`src/rtl/spi_regs_pkg.sv`:
```
// Register map and frame layout shared by the SPI write-only control port.
// The port feeds the PWM stage's enable and duty-cycle registers.
package spi_regs_pkg;

  localparam int FRAME_BITS = 16;
  localparam int RW_BIT     = 15;
  localparam int ADDR_W     = 7;
  localparam int REG_W      = 8;
  localparam int CNT_W      = 5;

  localparam logic [ADDR_W-1:0] ADDR_EN_OUT_7_0  = 7'h00;
  localparam logic [ADDR_W-1:0] ADDR_EN_OUT_15_8 = 7'h01;
  localparam logic [ADDR_W-1:0] ADDR_EN_PWM_7_0  = 7'h02;
  localparam logic [ADDR_W-1:0] ADDR_EN_PWM_15_8 = 7'h03;
  localparam logic [ADDR_W-1:0] ADDR_PWM_DUTY    = 7'h04;

  // A count of exactly FRAME_BITS is a complete frame.
  // CNT_SAT is the sticky "overlong" marker.
  localparam logic [CNT_W-1:0] CNT_FULL = 5'd16;
  localparam logic [CNT_W-1:0] CNT_SAT  = 5'd17;

  typedef struct packed {
    logic              rw;
    logic [ADDR_W-1:0] addr;
    logic [REG_W-1:0]  data;
  } frame_t;

  function automatic logic frame_writable(input frame_t f, input logic [ADDR_W-1:0] max_addr);
    return f.rw && (f.addr <= max_addr);
  endfunction

endpackage

```
`src/rtl/sync_ff.sv`:
```
// Multi-flop synchronizer for one asynchronous pin.
// The reset value is chosen per pin so that reset release never looks like an edge.
module sync_ff #(
  parameter int unsigned DEPTH   = 2,
  parameter logic        RST_VAL = 1'b0
) (
  input  logic clk,
  input  logic rst_n,
  input  logic i_d,
  output logic o_q
);

  localparam int unsigned D = (DEPTH < 2) ? 2 : DEPTH;

  logic [D-1:0] r_chain;

  always_ff @(posedge clk or negedge rst_n) begin
    if (!rst_n) r_chain <= {D{RST_VAL}};
    else        r_chain <= {r_chain[D-2:0], i_d};
  end

  assign o_q = r_chain[D-1];

endmodule

```
`src/rtl/spi_peripheral.sv`:
```
// SPI mode-0 write-only target: 16-bit frames {rw, addr[6:0], data[7:0]} load
// five 8-bit control registers for the PWM block. A write commits on nCS rising.
module spi_peripheral
  import spi_regs_pkg::*;
#(
  parameter logic [ADDR_W-1:0] MAX_ADDR    = 7'h04,
  parameter int unsigned       SYNC_STAGES = 2
) (
  input  logic             clk,
  input  logic             rst_n,
  input  logic             sclk,
  input  logic             copi,
  input  logic             ncs,
  output logic [REG_W-1:0] en_reg_out_7_0,
  output logic [REG_W-1:0] en_reg_out_15_8,
  output logic [REG_W-1:0] en_reg_pwm_7_0,
  output logic [REG_W-1:0] en_reg_pwm_15_8,
  output logic [REG_W-1:0] pwm_duty_cycle,
  output logic             wr_strobe
);

  function automatic logic [CNT_W-1:0] sat_inc(input logic [CNT_W-1:0] v);
    return (v >= CNT_SAT) ? CNT_SAT : v + 1'b1;
  endfunction

  logic w_sclk_s;
  logic w_copi_s;
  logic w_ncs_s;

  sync_ff #(.DEPTH(SYNC_STAGES), .RST_VAL(1'b0)) u_sync_sclk (
    .clk   (clk),
    .rst_n (rst_n),
    .i_d   (sclk),
    .o_q   (w_sclk_s)
  );

  sync_ff #(.DEPTH(SYNC_STAGES), .RST_VAL(1'b0)) u_sync_copi (
    .clk   (clk),
    .rst_n (rst_n),
    .i_d   (copi),
    .o_q   (w_copi_s)
  );

  sync_ff #(.DEPTH(SYNC_STAGES), .RST_VAL(1'b1)) u_sync_ncs (
    .clk   (clk),
    .rst_n (rst_n),
    .i_d   (ncs),
    .o_q   (w_ncs_s)
  );

  // ---- stage p1: edge detection on the synchronized pins ----
  logic r_sclk_p1;
  logic r_ncs_p1;

  always_ff @(posedge clk or negedge rst_n) begin
    if (!rst_n) begin
      r_sclk_p1 <= 1'b0;
      r_ncs_p1  <= 1'b1;
    end else begin
      r_sclk_p1 <= w_sclk_s;
      r_ncs_p1  <= w_ncs_s;
    end
  end

  logic w_sclk_rise;
  logic w_ncs_fall;
  logic w_ncs_rise;

  assign w_sclk_rise = w_sclk_s & ~r_sclk_p1;
  assign w_ncs_fall  = ~w_ncs_s & r_ncs_p1;
  assign w_ncs_rise  = w_ncs_s & ~r_ncs_p1;

  // ---- stage p2: frame assembly ----
  logic [FRAME_BITS-1:0] r_shift_p2;
  logic [CNT_W-1:0]      r_count_p2;

  always_ff @(posedge clk or negedge rst_n) begin
    if (!rst_n) begin
      r_shift_p2 <= '0;
      r_count_p2 <= '0;
    end else if (w_ncs_fall) begin
      r_shift_p2 <= '0;
      r_count_p2 <= '0;
    end else if (!w_ncs_s && w_sclk_rise) begin
      r_shift_p2 <= {r_shift_p2[FRAME_BITS-2:0], w_copi_s};
      r_count_p2 <= sat_inc(r_count_p2);
    end
  end

  frame_t w_frame;
  logic   w_commit;

  assign w_frame  = frame_t'(r_shift_p2);
  assign w_commit = w_ncs_rise && (r_count_p2 == CNT_FULL) && frame_writable(w_frame, MAX_ADDR);

  // ---- stage p3: register file and write strobe ----
  logic [REG_W-1:0] r_en_out_lo;
  logic [REG_W-1:0] r_en_out_hi;
  logic [REG_W-1:0] r_en_pwm_lo;
  logic [REG_W-1:0] r_en_pwm_hi;
  logic [REG_W-1:0] r_duty;
  logic             r_wr_strobe;

  always_ff @(posedge clk or negedge rst_n) begin
    if (!rst_n) begin
      r_en_out_lo <= '0;
      r_en_out_hi <= '0;
      r_en_pwm_lo <= '0;
      r_en_pwm_hi <= '0;
      r_duty      <= '0;
      r_wr_strobe <= 1'b0;
    end else begin
      r_wr_strobe <= w_commit;
      if (w_commit) begin
        case (w_frame.addr)
          ADDR_EN_OUT_7_0:  r_en_out_lo <= w_frame.data;
          ADDR_EN_OUT_15_8: r_en_out_hi <= w_frame.data;
          ADDR_EN_PWM_7_0:  r_en_pwm_lo <= w_frame.data;
          ADDR_EN_PWM_15_8: r_en_pwm_hi <= w_frame.data;
          ADDR_PWM_DUTY:    r_duty      <= w_frame.data;
          default: ;
        endcase
      end
    end
  end

  assign en_reg_out_7_0  = r_en_out_lo;
  assign en_reg_out_15_8 = r_en_out_hi;
  assign en_reg_pwm_7_0  = r_en_pwm_lo;
  assign en_reg_pwm_15_8 = r_en_pwm_hi;
  assign pwm_duty_cycle  = r_duty;
  assign wr_strobe       = r_wr_strobe;

endmodule
```
`config.mk`:
```
export PLATFORM = sky130hd
export DESIGN_NAME = spi_peripheral
export DESIGN_NICKNAME = d
export VERILOG_FILES = /design/src/rtl/spi_regs_pkg.sv /design/src/rtl/sync_ff.sv /design/src/rtl/spi_peripheral.sv
export SDC_FILE = /design/constraint.sdc
export NUM_CORES = 1
export LEC_CHECK = 0
export CORE_MARGIN = 2
export CORE_UTILIZATION = 35
export DETAILED_ROUTE_END_ITERATION = 10
export PLACE_DENSITY_LB_ADDON = 0.1
export RECOVER_POWER = 50
export SYNTH_ARGS = -nofsm -noshare
export SYNTH_HDL_FRONTEND = slang
export SYNTH_SLANG_ARGS = --single-unit
```
`constraint.sdc`:
```
create_clock -name clk -period 1.8 [get_ports clk]
set_input_delay 0.18 -clock clk [delete_from_list [all_inputs] [get_ports clk]]
set_output_delay 0.18 -clock clk [all_outputs]
set_load 0.03 [all_outputs]
```
==> reports/metrics.json, run 1 <==
{
  "timing.final.hold_violations": 0,
  "core_outline_area_mm2": 0.00761,
  "grt_pass1_vias": 1811,
  "yosys_warnings": 0,
  "number_of_detailed_routing_iterations_run_before_antenna_repair": 4,
  "combined_area_of_the_multi_input_logic_cells_mm2": 0.00103,
  "std_cell_rows": 32,
  "area_growth_syn_to_layout_pct": 43.8,
  "number_of_max_capacitance_violations_reported": 0,
  "fmax_ghz": 0.550,
  "fillers": 694,
  "setup-tns-final_ps": -97.1,
  "slew_headroom_pct": 29.9,
  "wl_per_cell_um": 16.3,
  "post-route-drc-count": 0,
  "critPathCaptureType": "flip-flop",
  "synth_seq_cells": 70,
  "synth_cell_types": 32,
  "io_pins": 46,
  "reg2regPathDepth": 4,
  "place.port_buffers": 45,
  "worstSetupPathType": "reg -> reg",
  "synth.cell_area_mm2": 0.00270,
  "synth.top_cells.by_area": "dfrtp_1, mux2_2, a22o_1",
  "die_area_mm2": 0.00844,
  "crit_path_arrival_time_ps": 2050,
  "cts.reportedPaths.clkPinSlew_ps": 80,
  "r2r_start": "r_shift_p2[12]",
  "crit_start_category": "flip-flop",
  "grt-ovfl-total": 0,
  "power.ir.vdd_worst_mv": 0.480,
  "wire_length_of_the_first_global_routing_pass_mm": 9.62,
  "cts_tree": "yes",
  "yosysSeqAreaShare_pct": 65.0,
  "layout.area.seq_mm2": 0.00176,
  "final-max-slew-violation-count": 0,
  "drt-vias-per-instance": 4.88,
  "post-synth-top-area-fraction_pct": 62.0,
  "dp_cells": 346,
  "worstMarginPinSlew_ps": 1050,
  "final_antenna_net_count": 0,
  "crit-reg2reg-capture": "pwm_duty_cycle[3]",
  "nets": 265,
  "synthesis.instances": 177,
  "setup_violations": 8,
  "worstSkewPairLatency_ps": 350,
  "dr.first_iter.drc_count": 86,
  "cellPowerDensity_mw_per_mm2": 851,
  "worst_ep_required_time_ps": 2030,
  "wl_mm": 5.94,
  "tritoncts.num_buffers": 9,
  "die_width_um": 91.9,
  "finalWeightedCongestion": 0.729,
  "maximum_number_of_pins_on_one_net_before_global_route_repair": 28,
  "globalRouteTotalUtil_pct": 15.1,
  "grt_antenna_before_repair": 0,
  "place.detailed.hpwl_mm": 3.88,
  "final_period_minus_worst_setup_slack_ps": 1820,
  "stdcell_area_mm2": 0.00389,
  "run_status": "complete, but fails checks",
  "ctsRootBufferMaster": "clkbuf_8",
  "leakage_uw": 0.00180,
  "syn_avg_cell_area_um2": 15.3,
  "worst_hold_path_type": "in -> async",
  "detailroute.via_count": 1775,
  "cts_htree_levels": 3,
  "post_dp_cell_area_mm2": 0.00352,
  "final_critical_path_setup_slack_ps": -17.1,
  "rsz0062_at_grt": "yes",
  "synth.net_count": 185,
  "timing.reg2reg.setup_slack_ps": -20,
  "violations": "negative setup slack",
  "final_min_period_over_clock_period_pct": 101,
  "cts.sink_count": 70,
  "post_layout_nonfiller_instances": 364,
  "fin_worst_skew_ps": 13.0,
  "cts_buffer_depth": 2,
  "insertedDiodeCount": 0,
  "finish.utilization_pct": 51.1,
  "die-height_um": 91.9,
  "fraction_of_layout_instances_using_a_drive_strength_above_1_pct": 37.8,
  "critical_path_peak_fanout": 8,
  "synth.largest_area_cell": "dfrtp_1",
  "initial_core_utilization_pct": 35.5
}
[metrics by stage]
| step | hold slack [ps] | power, uW | worst slack (ps) |
|---|---|---|---|
| final | 234 | 3310 | -17.1 |
| after global routing | 253 | 3450 | -95.0 |
| after CTS | 201 | 3350 | -25.5 |
| after detailed placement | 22.4 | 1740 | -51.7 |
| after global placement | 19.2 | 1740 | 1.41 |
| after floorplan | -116 | 1670 | 18.0 |
[critical path: stages (launching register included)]
cell and delay [ps]:
dfrtp_1 390, and4bb_1 320, nand2_2 70, or4_4 600, mux2_4 330
[registers in the layout, summed over array words and instances, names as in the netlist, 2 cells and up]
| name | count |
|---|---|
| u_sync_ncs.r_chain | 2 |
| en_reg_out_7_0 | 8 |
| r_count_p2 | 5 |
| u_sync_copi.r_chain | 2 |
| en_reg_out_15_8 | 8 |
| r_shift_p2 | 16 |
| en_reg_pwm_7_0 | 8 |
| pwm_duty_cycle | 8 |
| en_reg_pwm_15_8 | 8 |
| u_sync_sclk.r_chain | 2 |
[layout make-up]
type / instances / area share (%)
flip-flops and latches: 70 / 45.2
multi-input cells: 98 / 26.5
repair buffers: 74 / 18.1
clock buffers: 10 / 3.54
well taps: 102 / 3.28
clock inverters: 6 / 2.99
inverters: 4 / 0.386
[kinds of logic after synthesis]
logic type / count (synthesis) / synth area share (%)
adder cells (fa/ha/maj): 3 / 1.39
XOR/XNOR: 1 / 0.324
AND/OR/NAND/NOR: 28 / 6.34
flip-flops: 70 / 65.0
buffers and inverters: 9 / 1.39
multiplexers: 40 / 17.8
AO/OA/AOI/OAI: 26 / 7.82
[layer usage]
metal	vias to the layer above	track usage, %	routed length [um]
met1	913	22.7	3050
met4	0	5.22	65
met3	7	4.68	301
li1	811	-	-
met5	-	0	0
met2	44	20.5	2530
[report_power, final]
| part | total (uW) | switching [uW] | internal [uW] |
|---|---|---|---|
| sequential | 1600 | 11.1 | 1590 |
| combinational | 113 | 72.6 | 40.1 |
| clock | 1590 | 622 | 971 |
| total | 3310 | 706 | 2600 |
[timing repair]
item / CTS / global route
endpoints found under the setup margin: 17 / 43
resized for setup: 13 / 17
hold buffers: 1 / 0
endpoints found under the hold margin: 67 / 0
setup buffers: 1 / 1
pin swaps: 3 / 6
[placed cells by master, fill, tap and decap left out, types with 4 or more instances in the layout]
master,count
clkbuf_8,10
clkdlybuf4s50_1,41
dlygate4sd3_1,4
dfrtp_1,67
buf_4,19
nand2_1,5
mux2_4,24
nor2_1,4
mux2_2,16
a22o_1,16
[cells in the mapped netlist]
master and n:
nor3b_1 1, and4bb_1 1, buf_4 1, a22o_1 16, nor4b_1 1, nand2b_1 1, o21ai_0 2, o21bai_1 1
ha_1 3, and4_1 1, nand4bb_1 1, nand2_2 1, xnor2_1 1, and4bb_2 1, a31oi_1 2, or3_1 1
clkbuf_1 4, nand2_1 5, nand4b_1 2, nor2b_1 1, inv_1 4, a32o_1 2, nor2_1 7, o32ai_1 1
or4_1 1, nand3_1 3, dfrtp_1 67, a21oi_1 1, dfstp_2 3, mux2_4 8, mux2_2 32, o31ai_1 1
[worst max-delay path by stage]
stage | startpoint | end | slack, ps
final | r_shift_p2[12] | pwm_duty_cycle[3] | -20
after global routing | r_count_p2[1] | en_reg_out_15_8[2] | -100
after CTS | r_shift_p2[14] | pwm_duty_cycle[1] | -30
after detailed placement | r_count_p2[0] | r_count_p2[2] | -50
after global placement | r_count_p2[0] | r_count_p2[2] | 1
after floorplan | r_count_p2[0] | pwm_duty_cycle[0] | 20
(Power assumes the default switching activity.)
==> run 2, diff against run 1 <==
==> constraint.sdc (replaced) <==
create_clock -name clk -period 1.9 [get_ports clk]
set_input_delay 0.19 -clock clk [delete_from_list [all_inputs] [get_ports clk]]
set_output_delay 0.19 -clock clk [all_outputs]
set_load 0.03 [all_outputs]
==> run 2 against run 1 <==
The flow now finishes without violations. Non-clock buffer count shrank 9. Sequential share of layout area grew 3.1 points. Maximum frequency shrank 1.4%. Register-to-register slack gained 70 ps. Power shrank 16%. Final cell count shrank 2.5%. Critical path depth grew 1. Flip-flop and latch count is the same. Largest cell class unchanged. Die area is the same. Combinational power shrank 20%.
==> reports/metrics.json, run 2 (synthesized netlist as in run 1, its figures left out) <==
{
  "run_status": "finished, final reports clean",
  "leakage_uw": 0.00171,
  "worstMarginPinSlew_ps": 933,
  "std_cell_rows": 32,
  "core_outline_area_mm2": 0.00761,
  "power.combinational.fraction_pct": 3.2,
  "crit_path_arrival_time_ps": 2060,
  "cts.sink_count": 70,
  "ctsRootBufferMaster": "clkbuf_8",
  "mostFrequentLayoutCell": "dfrtp_1",
  "post_layout_nonfiller_instances": 355,
  "dr.first_iter.drc_count": 69,
  "fraction_of_layout_instances_using_a_drive_strength_above_1_pct": 33.6,
  "crit-reg2reg-capture": "pwm_duty_cycle[1]",
  "fin_worst_skew_ps": 10.4,
  "setup_violations": 0,
  "holdWs_ps": 350,
  "rsz0062_at_grt": "yes",
  "critical_path_peak_fanout": 8,
  "reg2regPathDepth": 5,
  "wl_per_cell_um": 15.7,
  "grt_pass1_vias": 1681,
  "critical_path.slowest_cell": "or4_4",
  "cts_tree": "yes",
  "largest_register_ffs": 16,
  "post-route-drc-count": 0,
  "mostFrequentLayoutCells": "dfrtp_1, clkdlybuf4s50_1, mux2_2",
  "wl_mm": 5.56,
  "die_area_mm2": 0.00844,
  "timing.reg2reg.setup_slack_ps": 60,
  "initial_core_utilization_pct": 35.5,
  "place.detailed.hpwl_mm": 3.51,
  "insertedDiodeCount": 0,
  "min_from": "u_sync_sclk.r_chain[0]",
  "place.port_buffers": 45,
  "power.ir.vdd_worst_mv": 0.372,
  "hold_end": "u_sync_sclk.r_chain[1]",
  "p_int_uw": 2140,
  "globalRouteTotalUtil_pct": 14.1,
  "max_stage_delay_ps": 520,
  "area_growth_syn_to_layout_pct": 34.6,
  "cts_buffer_depth": 2,
  "finalWeightedCongestion": 0.689,
  "worst_ep_required_time_ps": 2120,
  "die-height_um": 91.9,
  "detailroute.via_count": 1683,
  "cts_htree_levels": 3,
  "top_register": "r_shift_p2",
  "timing.hold.worst_path_depth": 0,
  "number_of_detailed_routing_iterations_run_before_antenna_repair": 4,
  "tritoncts.num_buffers": 9,
  "timing.final.hold_violations": 0,
  "final-max-slew-violation-count": 0,
  "critPathCaptureType": "flip-flop",
  "r2r_start": "r_shift_p2[12]",
  "clock_power_share_pct": 42.4,
  "maximum_number_of_pins_on_one_net_before_global_route_repair": 71,
  "worstSetupPathType": "reg -> reg",
  "final_antenna_net_count": 0,
  "cts.reportedPaths.clkPinSlew_ps": 70,
  "drt-vias-per-instance": 4.74,
  "cp_num_buf_inv": 1,
  "netSwitchingPower_uw": 647,
  "worstSkewPairLatency_ps": 340,
  "grt-ovfl-total": 0,
  "cellPowerDensity_mw_per_mm2": 767,
  "cts_setup_buffers": 0,
  "worst_hold_path_type": "reg -> reg",
  "nets": 256,
  "fillers": 685,
  "fmax_ghz": 0.543,
  "switching_share_pct": 23.2,
  "slew_headroom_pct": 37.8,
  "die_width_um": 91.9,
  "final_min_period_over_clock_period_pct": 97.0,
  "number_of_max_capacitance_violations_reported": 0,
  "crit_start_category": "flip-flop",
  "wire_length_of_the_first_global_routing_pass_mm": 9.05,
  "crit_chain": "and4bb_1 -> nand2_2 -> or4_4 -> buf_6 -> mux2_4",
  "sequentialPowerShare_pct": 54.3,
  "io_pins": 46,
  "timing.critical_path.max_delay_family": "simple AND/OR/NAND/NOR gates",
  "grt_antenna_before_repair": 0,
  "dp_cells": 338,
  "final_period_minus_worst_setup_slack_ps": 1840
}
[run 2: cell types whose count changed in the layout (fill, tap and decap cells not counted), sizes merged]
cell / change
clkinvlp: +2
bufinv: -2
clkinv: +1
buf: -7
clkbuf: -3
[run 2: final cells by class]
cell class	count	area, um2	area share [%]
tap	102	128	3.51
timing repair buffer	65	603	16.6
inverter	4	15.0	0.413
sequential	70	1760	48.2
multi-input combinational	98	941	25.9
clock inverter	7	72.6	1.99
clock buffer	9	124	3.40
[run 2: worst reg2reg max path: stages, from the launching register on]
cell and delay (ps):
dfrtp_1 390, and4bb_1 290, nand2_2 70, or4_4 520, buf_6 170, mux2_4 300
[run 2: stage by stage]
step                TNS, ps  power, uW  worst slack (ps)  cell area (um2)  utilization [%]
global placement          0       1640              52.2             3410             44.9
CTS                       0       2840              28.5             3620             47.6
detailed placement        0       1640              5.94             3410             44.9
finish                    0       2790              57.1             3640             47.8
global route          -54.3       2910             -14.0             3640             47.8
floorplan                 0       1580              50.3             2700                -
[run 2: routing by layer]
layer	track usage, %	share of wire, %
met1	21.0	51
met2	19.3	43
met3	3.70	4.9
met4	6.34	1.5
met5	0	0
[run 2: repair_timing]
| item | 4_1_cts | 5_1_grt |
|---|---|---|
| endpoints found under the setup margin | 3 | 23 |
| endpoints found under the hold margin | 67 | 0 |
| hold buffers | 1 | 0 |
| resized for setup | 1 | 6 |
| pin swaps | 0 | 2 |
[run 2: power by group through the flow]
stage	logic [uW]	registers, uW	clock network (uW)
5_1_grt	104	1520	1290
3_3_place_gp	95.8	1550	0
3_5_place_dp	96.3	1550	0
2_1_floorplan	33.5	1540	0
4_1_cts	97.7	1520	1230
6_report	90.3	1520	1180
[run 2: how the worst max path moves through the flow]
| stage | start | to | cells past startpoint |
|---|---|---|---|
| after floorplan | r_count_p2[0] | en_reg_pwm_7_0[0] | 6 |
| after global placement | r_count_p2[1] | en_reg_pwm_15_8[5] | 7 |
| after detailed placement | r_count_p2[1] | en_reg_pwm_15_8[4] | 7 |
| after CTS | r_shift_p2[14] | pwm_duty_cycle[1] | 5 |
| after global routing | r_shift_p2[12] | pwm_duty_cycle[1] | 5 |
| final | r_shift_p2[12] | pwm_duty_cycle[1] | 5 |
